--- src/rtl/sigmoid_pkg.sv ---
// rtl/sigmoid_pkg.sv - shared PWL sigmoid tables, widths and FSM encoding
//
// Shared by the forward sigmoid block and the inverse SAR search.
// Contents:
//   XW_DEF / YW_DEF   default x (signed Q3.4) and y (unsigned Q0.16) widths
//   state_t           FSM encoding for the inverse search
//   A_TAB / B_TAB     per-segment slope and intercept of g(|x|) = a*|x| + b
//   TR_PER_FLOP       transistor count of one register bit
//   PWL_EVAL_TR       transistor count of the PWL evaluator
package sigmoid_pkg;

  localparam int XW_DEF = 8;
  localparam int YW_DEF = 16;

  typedef enum logic [1:0] {
    ST_IDLE   = 2'b00,
    ST_SEARCH = 2'b01,
    ST_DONE   = 2'b10
  } state_t;

  // Segment s covers |x| in [16s, 16s+15]; |x|=128 folds into segment 7.
  // Each intercept is chosen so g is continuous at the segment boundaries,
  // which together with non-negative slopes keeps f monotonic.
  // B_TAB[0] = 0x8000 pins f(0) to exactly one half.
  localparam logic [7:0] A_TAB [8] = '{
    8'd255, 8'd220, 8'd160, 8'd100, 8'd56, 8'd28, 8'd14, 8'd6
  };

  localparam logic [15:0] B_TAB [8] = '{
    16'h8000, 16'h8230, 16'h89B0, 16'h94F0,
    16'h9FF0, 16'hA8B0, 16'hADF0, 16'hB170
  };

  localparam logic [50:0] TR_PER_FLOP = 51'd24;
  localparam logic [50:0] PWL_EVAL_TR = 51'd7416;

endpackage

--- src/rtl/sigmoid_pwl_eval.sv ---
// rtl/sigmoid_pwl_eval.sv - combinational forward PWL sigmoid evaluator f(x)
//
// Purpose: computes f(x) for a signed Q3.4 x, bit-exact with the forward
// sigmoid block.
// Ports:
//   i_x     in   XW  signed Q3.4 argument, two's complement
//   o_f     out  YW  f(x), unsigned Q0.16
//   number  out  51  transistor count of this evaluator
module sigmoid_pwl_eval
  import sigmoid_pkg::*;
#(
  parameter int XW = XW_DEF,
  parameter int YW = YW_DEF
) (
  input  logic [XW-1:0] i_x,
  output logic [YW-1:0] o_f,
  output logic [50:0]   number
);

  logic [XW-1:0] mag;
  logic [2:0]    seg;
  logic [15:0]   prod;
  logic [15:0]   g;

  always_comb begin
    // |x| as an unsigned 8-bit value; |-128| = 0x80 stays representable.
    mag  = i_x[XW-1] ? (~i_x + 8'd1) : i_x;
    // 0x80 has bits [6:4] clear, so it must be forced into the top segment.
    seg  = mag[XW-1] ? 3'd7 : mag[6:4];
    prod = 16'(A_TAB[seg]) * 16'(mag);
    // The result is truncated to 16 bits in both branches, so the sum and the
    // 0x10000 - g fold can both be carried out modulo 2^16 without the carry.
    g    = prod + B_TAB[seg];
    o_f  = i_x[XW-1] ? (16'd0 - g) : g;
  end

  assign number = PWL_EVAL_TR;

endmodule

--- src/rtl/sigmoid_inverse_sar.sv ---
// rtl/sigmoid_inverse_sar.sv - inverse PWL sigmoid by 8-step successive approximation
//
// Purpose: given a Q0.16 probability y, returns the largest signed Q3.4 x
// with f(x) <= y, where f is the forward PWL sigmoid.
// Ports:
//   clk          in   1   clock
//   rst_n        in   1   synchronous reset, active-low
//   i_in_valid   in   1   request strobe, only looked at while idle
//   i_y          in   YW  target probability, Q0.16
//   o_busy       out  1   high from the accepting edge until back in IDLE
//   o_x          out  XW  result, signed Q3.4
//   o_out_valid  out  1   one-cycle result strobe
//   o_clip       out  2   [0] y below f(-128), [1] y at or above f(+127)
//   number       out  51  transistor count of all instantiated cells
module sigmoid_inverse_sar
  import sigmoid_pkg::*;
#(
  parameter int XW = XW_DEF,
  parameter int YW = YW_DEF
) (
  input  logic          clk,
  input  logic          rst_n,
  input  logic          i_in_valid,
  input  logic [YW-1:0] i_y,
  output logic          o_busy,
  output logic [XW-1:0] o_x,
  output logic          o_out_valid,
  output logic [1:0]    o_clip,
  output logic [50:0]   number
);

  // state(2) + k(3) + u(XW) + y(YW) + x(XW) + clip(2) + out_valid(1)
  localparam logic [50:0] REG_BITS = 51'(2 + 3 + XW + YW + XW + 2 + 1);

  state_t        state_q, state_d;
  logic [2:0]    k_q, k_d;
  logic [XW-1:0] u_q, u_d;
  logic [YW-1:0] y_q, y_d;
  logic [XW-1:0] x_q, x_d;
  logic [1:0]    clip_q, clip_d;
  logic          out_valid_q, out_valid_d;

  logic [XW-1:0] step;
  logic [XW-1:0] trial;
  logic [XW-1:0] eval_u;
  logic [XW-1:0] eval_x;
  logic [YW-1:0] f_val;
  logic [50:0]   eval_number;

  // The search runs on offset-binary u = x + 128; flipping the MSB converts
  // between offset binary and two's complement.
  assign eval_x = {~eval_u[XW-1], eval_u[XW-2:0]};

  sigmoid_pwl_eval #(
    .XW (XW),
    .YW (YW)
  ) u_eval (
    .i_x    (eval_x),
    .o_f    (f_val),
    .number (eval_number)
  );

  always_comb begin
    state_d     = state_q;
    k_d         = k_q;
    u_d         = u_q;
    y_d         = y_q;
    x_d         = x_q;
    clip_d      = clip_q;
    out_valid_d = 1'b0;

    step        = '0;
    step[k_q]   = 1'b1;
    trial       = u_q | step;

    // One evaluator serves both phases: it scores the trial point while
    // searching, and in DONE it sees the final u, which is -128 exactly when
    // the below-range clip can apply.
    eval_u      = (state_q == ST_DONE) ? u_q : trial;

    case (state_q)
      ST_IDLE: begin
        if (i_in_valid) begin
          y_d     = i_y;
          u_d     = '0;
          k_d     = 3'(XW - 1);
          state_d = ST_SEARCH;
        end
      end

      ST_SEARCH: begin
        // Ties keep the bit, so flat runs of f resolve to their largest x.
        if (f_val <= y_q) begin
          u_d = trial;
        end
        k_d = k_q - 3'd1;
        if (k_q == 3'd0) begin
          state_d = ST_DONE;
        end
      end

      ST_DONE: begin
        x_d         = {~u_q[XW-1], u_q[XW-2:0]};
        clip_d[0]   = (u_q == '0) && (f_val > y_q);
        clip_d[1]   = &u_q;
        out_valid_d = 1'b1;
        state_d     = ST_IDLE;
      end

      default: begin
        state_d = ST_IDLE;
      end
    endcase
  end

  always_ff @(posedge clk) begin
    if (!rst_n) begin
      state_q     <= ST_IDLE;
      k_q         <= '0;
      u_q         <= '0;
      y_q         <= '0;
      x_q         <= '0;
      clip_q      <= '0;
      out_valid_q <= 1'b0;
    end else begin
      state_q     <= state_d;
      k_q         <= k_d;
      u_q         <= u_d;
      y_q         <= y_d;
      x_q         <= x_d;
      clip_q      <= clip_d;
      out_valid_q <= out_valid_d;
    end
  end

  assign o_busy      = (state_q != ST_IDLE);
  assign o_x         = x_q;
  assign o_clip      = clip_q;
  assign o_out_valid = out_valid_q;
  assign number      = eval_number + REG_BITS * TR_PER_FLOP;

endmodule

--- config.mk ---
export PLATFORM = sky130hd
export DESIGN_NAME = sigmoid_inverse_sar
export DESIGN_NICKNAME = d
export VERILOG_FILES = /design/src/rtl/sigmoid_pkg.sv /design/src/rtl/sigmoid_pwl_eval.sv /design/src/rtl/sigmoid_inverse_sar.sv
export SDC_FILE = /design/constraint.sdc
export NUM_CORES = 1
export LEC_CHECK = 0
export ABC_AREA = 1
export BUFFER_PORTS_ARGS = -buffer_cell sky130_fd_sc_hd__clkbuf_2
export CAP_MARGIN = 20
export CORE_ASPECT_RATIO = 1.2
export CORE_MARGIN = 3
export CORE_UTILIZATION = 45
export DETAILED_ROUTE_END_ITERATION = 12
export GPL_TIMING_DRIVEN = 0
export PLACE_DENSITY = 0.65
export SETUP_SLACK_MARGIN = 0.05
export SLEW_MARGIN = 20
export SYNTH_ARGS = -nofsm -noshare
export SYNTH_HDL_FRONTEND = slang
export SYNTH_SLANG_ARGS = --single-unit
--- constraint.sdc ---
create_clock -name clk -period 9.1 [get_ports clk]
set_clock_uncertainty 0.1 [all_clocks]
set_input_delay 0.455 -clock clk [delete_from_list [all_inputs] [get_ports clk]]
set_output_delay 0.455 -clock clk [all_outputs]
set_load 0.02 [all_outputs]
==> results of run 1 <==
==> stage by stage <==
stage	setup slack (ns)	utilization	cells	cell area (um^2)	hold WS (ns)
2_1_floorplan	1.653	-	806	5713	0.3354
3_3_place_gp	0.02411	0.5166	993	6060	0.3521
3_5_place_dp	0.00003109	0.5166	993	6060	0.3543
4_1_cts	0.1447	0.5313	1001	6231	0.3287
5_1_grt	0.07389	0.5351	1003	6276	0.3664
6_report	0.7891	0.5351	1003	6276	0.3270
==> final cells by class <==
| class | count | area (um^2) |
|---|---|---|
| Clock inverter | 3 | 46.29 |
| Timing Repair Buffer | 32 | 165.2 |
| Buffer | 64 | 454.2 |
| Fill cell | 1207 | 5453 |
| Tap cell | 157 | 196.4 |
| Sequential cell | 40 | 800.8 |
| Multi-Input combinational cell | 532 | 3845 |
| Clock buffer | 5 | 125.1 |
| Inverter | 170 | 643.1 |
==> cell usage after synthesis, types with 3 or more instances <==
cell      number
o21ai_0       27
ha_1          60
clkbuf_1       9
dfxtp_1       40
nor2_4         4
o21ai_2        6
nand2_1      128
nand3_1       15
nand4_1        4
fa_1          46
buf_4         52
nor2_1        59
o211a_1        3
xnor2_1        7
xor2_1        14
nand2_4        3
inv_1        154
inv_2         14
nor2_2         4
nand2_2        9
a21oi_1       45
nor3_1         7
nor4_1         4
==> flip-flops by register name (all words and copies together) (netlist names) <==
name	cells
u_q	8
state_q	2
o_out_valid	1
o_clip	2
k_q	3
y_q	16
o_x	8
==> kinds of logic after synthesis <==
group,count (synthesis),share of synthesized area
adders and majority gates,106,0.3038
buffers and inverters,234,0.1994
DFF,40,0.1455
xor gates and xnor gates,22,0.03638
and+or+nand+nor,250,0.2124
other,2,0.001365
AOI/OAI and AO/OA,96,0.1012
==> routing by layer <==
layer	track usage	vias to the layer above
li1	-	2376
met1	0.2176	1993
met2	0.2995	88
met3	0.01162	16
met4	0.04515	0
met5	0	-
==> critical path: cells and delay by family, from the launching register on <==
| family | cells | cell delay (ns) |
|---|---|---|
| buf+inv | 8 | 0.77 |
| compound gates | 4 | 0.61 |
| flops | 1 | 0.41 |
| simple gates | 22 | 2.80 |
| xor+xnor | 1 | 0.30 |
| fa+ha+maj | 9 | 3.22 |
==> placed cells by master, fill, tap and decap left out, drive strengths merged, types with 40 or more instances in the layout <==
master  netlist  routed
nand2       140     140
ha           60      60
buf          55      57
clkbuf        9      44
inv         170     171
conb          2      58
fa           46      46
nor2         68      68
a21oi        46      46
dfxtp        40      40
==> worst max path at each step <==
| stage | endpoint | slack [ns] | cells after the start |
|---|---|---|---|
| after floorplan | u_q[1] | 1.65 | 45 |
| after global placement | u_q[5] | 0.02 | 45 |
| after detailed placement | u_q[5] | 0.00003 | 44 |
| after CTS | u_q[5] | 0.14 | 45 |
| after global routing | u_q[5] | 0.07 | 45 |
| final | u_q[4] | 0.79 | 44 |
==> timing repair <==
item | CTS | global route
setup endpoints to repair | 7 | 9
pin swaps | 0 | 1
buffers inserted | 0 | 2
gates resized for setup | 1 | 5
==> results.md, run 1 <==
- CTS Hold Bufs: 0
- Met3 Wirelength: 384 um
- Final min period: between 8 and 9 ns
- Max stage delay on crit path: 0.55 ns
- Reg-to-Reg End: u_q[4]
- Mapped cell area: ~5500 um^2
- PortBufs: 30
- Req. time, crit path: 9.17 ns
- Post-synthesis sequential area ratio: 0.1455
- Drt pass-1 iters: 4
- Fin crit share: 0.9133
- Number of flops mapped to enable cells by yosys: 0
- Initial DRC count: 111
- # DRC: 0
- CTS tree: done
- Final hold vios: 0
- Area growth syn-to-layout: 14.05%
- Layout cells sized above 1: 0.1761
- Most common cell on crit path: nand2_1
- R2r setup slk: 0.79 ns
- Critical-path maximum fanout: 8
- Grt total ovfl: 0
- DR vias/cell: 4.460
- Clock tree buffer depth: 2
- Post-DP HPWL: 9712 um
- RSZ-0062 raised after global routing: false
- Top achievable clock speed: 120.3 MHz
- Synth top area share: 0.1673
- DRT met1 WL: 5036 um
- Nets: just under 1k
- Antenna diode count: 0
- Initial Util: 0.4692
- Setup_tns: 0 ns
- DRT Wirelength: 11200 um
- Top sig layer: met4
- Slowest CP cell: fa_1
- Run status: completed
- Worst skew pair latency: 0.29 ns
- Total track usage: 0.1673
- Initial antenna violation count: 0
- Global-route wire length before repair: 18770 um
- Top cells by area, synth: fa_1, dfxtp_1, ha_1, inv_1, nand2_1
- Yosys warns: 0
- Min-delay src: rst_n
- Number of synthesized register bits: 40
- Clk root buf: clkbuf_16
- Setup CP Type: reg2reg
- CTS buffer count: 5
- Hold/Removal Path Class: in2reg
- Die area: 13600 um^2
- DR WL/cell: 11.16 um
- Core area: 11730 um^2
- Routed wl met2: 5590 um
- Relative slew slack: 0.4437
- Mapped Cells: 750
- Vias in the first global route: between 4k and 5k
- Worst reg-to-reg path cell count: 44
- Max-slew violations: 0
- Row count: 43
- Hold Crit Endpoint: o_x[3]
- Routability cong.: 0.9007
- Main synth FF type: dfxtp_1
- Syn avg cell area: about 7.3 um^2
- H-Tree Depth: 2
- Actual slew at the worst max-slew pin: 0.8258 ns
- WHS Path Cells: 3
- Distinct cells, synth: 48
- Via count: 4473
- Arrival time worst endpoint: 8.38 ns
- Sinks on Clock Net: 40
- Ys async rst share: 0
- Die Span X: approximately 110 um
- Crit path from: k_q[0]
- Startpoint Class: register
- Final ANT Viol Nets: 0
- Critical R2R Launch: k_q[0]
- Largest area contributor in the netlist: fa_1
- Max-Cap Viols: 0
- Largest net degree at the start of global routing: 15
- Setup-failing EPs final: 0
- Crit end category: register
- Die height: 127.1 um
- Reg clk slew, reported paths: 0.06 ns
- Boundary Pins: 82
Power of run 1 is left out: the tool's default activity adds up to more than one toggle a clock period on the data nets, which glitch-free logic cannot reach.
==> inputs of run 2 (changes only) <==
RECOVER_POWER = 50   (was not set)
==> run 2 against run 1 <==
Register-to-register slack barely moved. Via count rose by 0.18%. Die area did not move. Sequential share of layout area barely moved.
==> results.md, run 2 (synthesized netlist as in run 1, its figures left out) <==
- Reg clk slew, reported paths: 0.06 ns
- DR vias/cell: roughly 4.5
- Antenna diode count: 0
- Nets: 970
- CTS tree: done
- Max stage delay on crit path: approximately 0.55 ns
- Final hold vios: 0
- PortBufs: 30
- Vias in the first global route: between 4k and 5k
- Post-DP HPWL: 9712 um
- Die Span X: 106.9 um
- Total track usage: 0.1673
- Placed cell areas: just over 6000 um^2
- Final ANT Viol Nets: 0
- Worst skew pair latency: just under 0.3 ns
- Placed cells: 993
- CTS Hold Bufs: 0
- Setup_tns: 0 ns
- Clk root buf: clkbuf_16
- Global-route wire length before repair: 18770 um
- Relative slew slack: 0.4537
- DRT Wirelength: 11190 um
- Startpoint Class: register
- Slowest CP cell: fa_1
- Worst path bufs/invs: 8
- H-Tree Depth: 2
- DR WL/cell: 11.16 um
- Initial Util: 0.4692
- Actual slew at the worst max-slew pin: 0.8108 ns
- Most common cell on crit path: nand2_1
- Final min period: a little over 8 ns
- Initial antenna violation count: 0
- Commonest cells after routing, fill and taps aside: inv_1, nand2_1, ha_1
- Row count: 43
- Grt total ovfl: 0
- Largest net degree at the start of global routing: 15
- Arrival time worst endpoint: 8.38 ns
- Via count: 4481
- Die area: 13600 um^2
- Initial DRC count: 128
- Routability cong.: 0.9007
- Hold/Removal Path Class: in2reg
- Fin Hold WS: between 0.3 and 0.4 ns
- # DRC: 0
- R2r setup slk: 0.79 ns
- Setup-failing EPs final: 0
- Max reg flops: 16
- Max-Cap Viols: 0
- Max-slew violations: 0
- Largest register by flop count: y_q
- Commonest non-fill, non-tap cell in the layout: inv_1
- Fin crit share: 0.9134
- Fin cells: 1003
- Top achievable clock speed: 120.3 MHz
- Sinks on Clock Net: 40
- Core area: approximately 12000 um^2
- RSZ-0062 raised after global routing: false
- Die height: 127.1 um
- Run status: completed
- Area growth syn-to-layout: 13.64%
- Boundary Pins: just over 80
- Fin area: around 6300 um^2
- CTS buffer count: 5
- Crit end category: register
- Critical path's top delay family: adder cells
- Drt pass-1 iters: 4
- Clock tree buffer depth: 2
- Req. time, crit path: 9.17 ns
- Critical-path maximum fanout: 8
- Layout cells sized above 1: 0.1596
- Setup CP Type: reg2reg
## run 2: area by class of cell
type	count	area, um^2
Tap cell	157	196.4
Clock inverter	3	46.29
Multi-Input combinational cell	532	3845
Buffer	64	446.7
Sequential cell	40	800.8
Fill cell	1210	5475
Clock buffer	5	125.1
Inverter	170	643.1
Timing Repair Buffer	32	150.1
## run 2: worst paths after layout
| check | start | end | cells after the start |
|---|---|---|---|
| worst max-delay path | state_q[1] | u_q[4] | 44 |
| worst min-delay path | rst_n | o_x[3] | 3 |
| worst max register to register | state_q[1] | u_q[4] | 44 |
| worst min register to register | y_q[13] | y_q[13] | 2 |
## run 2: metal layers
metal | share of wire | vias up | global-route usage
li1 | - | 2378 | -
met1 | 0.45 | 2013 | 0.2176
met2 | 0.50 | 74 | 0.2995
met3 | 0.028 | 16 | 0.01162
met4 | 0.016 | 0 | 0.04515
met5 | 0 | - | 0
## run 2: timing repair
| item | in CTS | in global routing |
|---|---|---|
| setup endpoints to repair | 7 | 9 |
| gates resized for setup | 1 | 5 |
| buffers inserted | 0 | 2 |
| pin swaps | 0 | 1 |
## run 2: per-stage QoR
step,util,worst slack (ns)
after detailed placement,0.5166,0.00003109
final,0.5332,0.7877
after floorplan,-,1.653
after global routing,0.5332,0.05976
after global placement,0.5166,0.02411
after CTS,0.5313,0.1447
## run 2: tightest hold or removal path, cell delays in order
cell	delay [ns]
clkbuf_1	0.08
inv_1	0.08
a211oi_1	0.05
Power of run 2 is left out for the same reason.
==> inputs of run 3 (changes only) <==
GPL_TIMING_DRIVEN = 1   (was 0)
==> run 3 against run 2 <==
Count of clock-buffer cells in the layout grew 2. Die area is the same. Register-to-register slack gained 0.20 ns. Utilization shrank 3.5 points. Routed wire length grew 0.41%. Critical endpoint is now u_q[5]. Global-route usage grew 0.19 points.
==> results.md, run 3 (synthesized netlist as in run 1, its figures left out) <==
- Startpoint Class: register
- Layout cells sized above 1: 0.1107
- Min-delay src: i_y[0]
- CTS tree: done
- Multi-input gate area: 3841 um^2
- Placed cell areas: 5620 um^2
- Sinks on Clock Net: 40
- Critical R2R Launch: k_q[0]
- Critical path's top delay family: adder cells
- Fin Hold WS: 0.3266 ns
- Max-slew violations: 0
- Setup-failing EPs final: 0
- Global-route wire length before repair: 18770 um
- Crit end category: register
- Drt pass-1 iters: 4
- Worst path bufs/invs: 10
- H-Tree Depth: 2
- Fin area: 5844 um^2
- Largest register by flop count: y_q
- Actual slew at the worst max-slew pin: ~1.1 ns
- Via count: around 4.3k
- Setup_tns: 0 ns
- Die height: 127.1 um
- DR WL/cell: between 10 and 15 um
- Placed cells: 931
- Top achievable clock speed: 123.2 MHz
- Max-Cap Viols: 0
- Worst skew pair latency: 0.28 ns
- Worst reg-to-reg path cell count: 45
- Total of fill cells in the finished design: 1234
- Area growth syn-to-layout: 6.207%
- Most common cell on crit path: nand2_1
- Boundary Pins: between 80 and 90
- Hold/Removal Path Class: in2reg
- Slowest CP cell: fa_1
- Final hold vios: 0
- Commonest cells after routing, fill and taps aside: inv_1, nand2_1, ha_1
- # DRC: 0
- CTS Hold Bufs: 0
- Run status: completed
- Setup CP Type: reg2reg
- Die Span X: 106.9 um
- Req. time, crit path: 9.17 ns
- DR vias/cell: 4.589
- Register area: 800.8 um^2
- Max reg flops: 16
- PortBufs: 30
- Nets: 910
- Row count: 43
- Arrival time worst endpoint: 8.19 ns
- CTS buffer count: 5
- Initial Util: 0.4692
- Clk root buf: clkbuf_16
- Routability cong.: roughly 0.93
- Max stage delay on crit path: 0.54 ns
- Reg clk slew, reported paths: ~0.06 ns
- Vias in the first global route: 4147
- Crit path from: k_q[0]
- Largest net degree at the start of global routing: 43
- Stages on worst setup path: 45
- Critical-path maximum fanout: 8
- Clock tree buffer depth: 2
- Fin cells: 943
- Initial antenna violation count: 0
- Die area: 13600 um^2
- WHS Path Cells: 3
- Post-DP HPWL: 9763 um
- Grt total ovfl: 0
- Commonest non-fill, non-tap cell in the layout: inv_1
- Final ANT Viol Nets: 0
- DRT Wirelength: around 11000 um
- Total track usage: 0.1692
- Antenna diode count: 0
- Initial DRC count: roughly 140
- Relative slew slack: 0.2856
- Fin crit share: 0.8918
- RSZ-0062 raised after global routing: false
- Core area: between 10000 and 15000 um^2
- Final min period: 8.115 ns
==> run 3: cell count changes in the layout (fill, tap and decap cells not counted), sizes merged <==
cell	delta
clkinvlp	-1
inv	-1
buf	-50
clkbuf	-8
==> run 3: worst paths after layout <==
kind / endpoint / slack [ns]
max: u_q[5] / 0.99
min: y_q[0] / 0.33
max reg2reg: u_q[5] / 0.99
min reg2reg: y_q[9] / 0.36
==> run 3: through the flow <==
step | worst slack, ns | util
6_report | 0.9851 | 0.4983
5_1_grt | 0.1281 | 0.4983
4_1_cts | 0.6044 | 0.4948
3_5_place_dp | 0.6406 | 0.4792
3_3_place_gp | 0.8231 | 0.4792
2_1_floorplan | 1.653 | -
==> run 3: worst register-to-register path: cells and delay by family, from the launching register on <==
family | cells | cell delay [ns]
AO/OA/AOI/OAI | 6 | 0.87
XOR/XNOR | 3 | 0.62
adder cells (fa/ha/maj) | 9 | 3.22
buffers and inverters | 10 | 0.87
flip-flops | 1 | 0.40
AND/OR/NAND/NOR | 17 | 1.94
==> run 3: area by class of cell <==
type / instances / area share
multi-input cells: 532 / 0.6572
flip-flops and latches: 40 / 0.1370
inverters: 170 / 0.1100
well taps: 157 / 0.03361
repair buffers: 36 / 0.03083
clock buffers: 7 / 0.02612
clock inverters: 1 / 0.005138
==> run 3: repair_timing <==
| action | CTS | global route |
|---|---|---|
| gates resized for setup | 0 | 4 |
| setup endpoints to repair | 0 | 9 |
| setup buffers | 0 | 4 |
==> run 3: per-layer routing <==
| metal | up-vias | GRT usage | share of wire |
|---|---|---|---|
| met3 | 18 | 0.01213 | 0.026 |
| li1 | 2250 | - | - |
| met4 | 0 | 0.05719 | 0.026 |
| met5 | - | 0 | 0 |
| met2 | 81 | 0.3091 | 0.52 |
| met1 | 1978 | 0.2098 | 0.43 |
Power of run 3 is left out for the same reason.
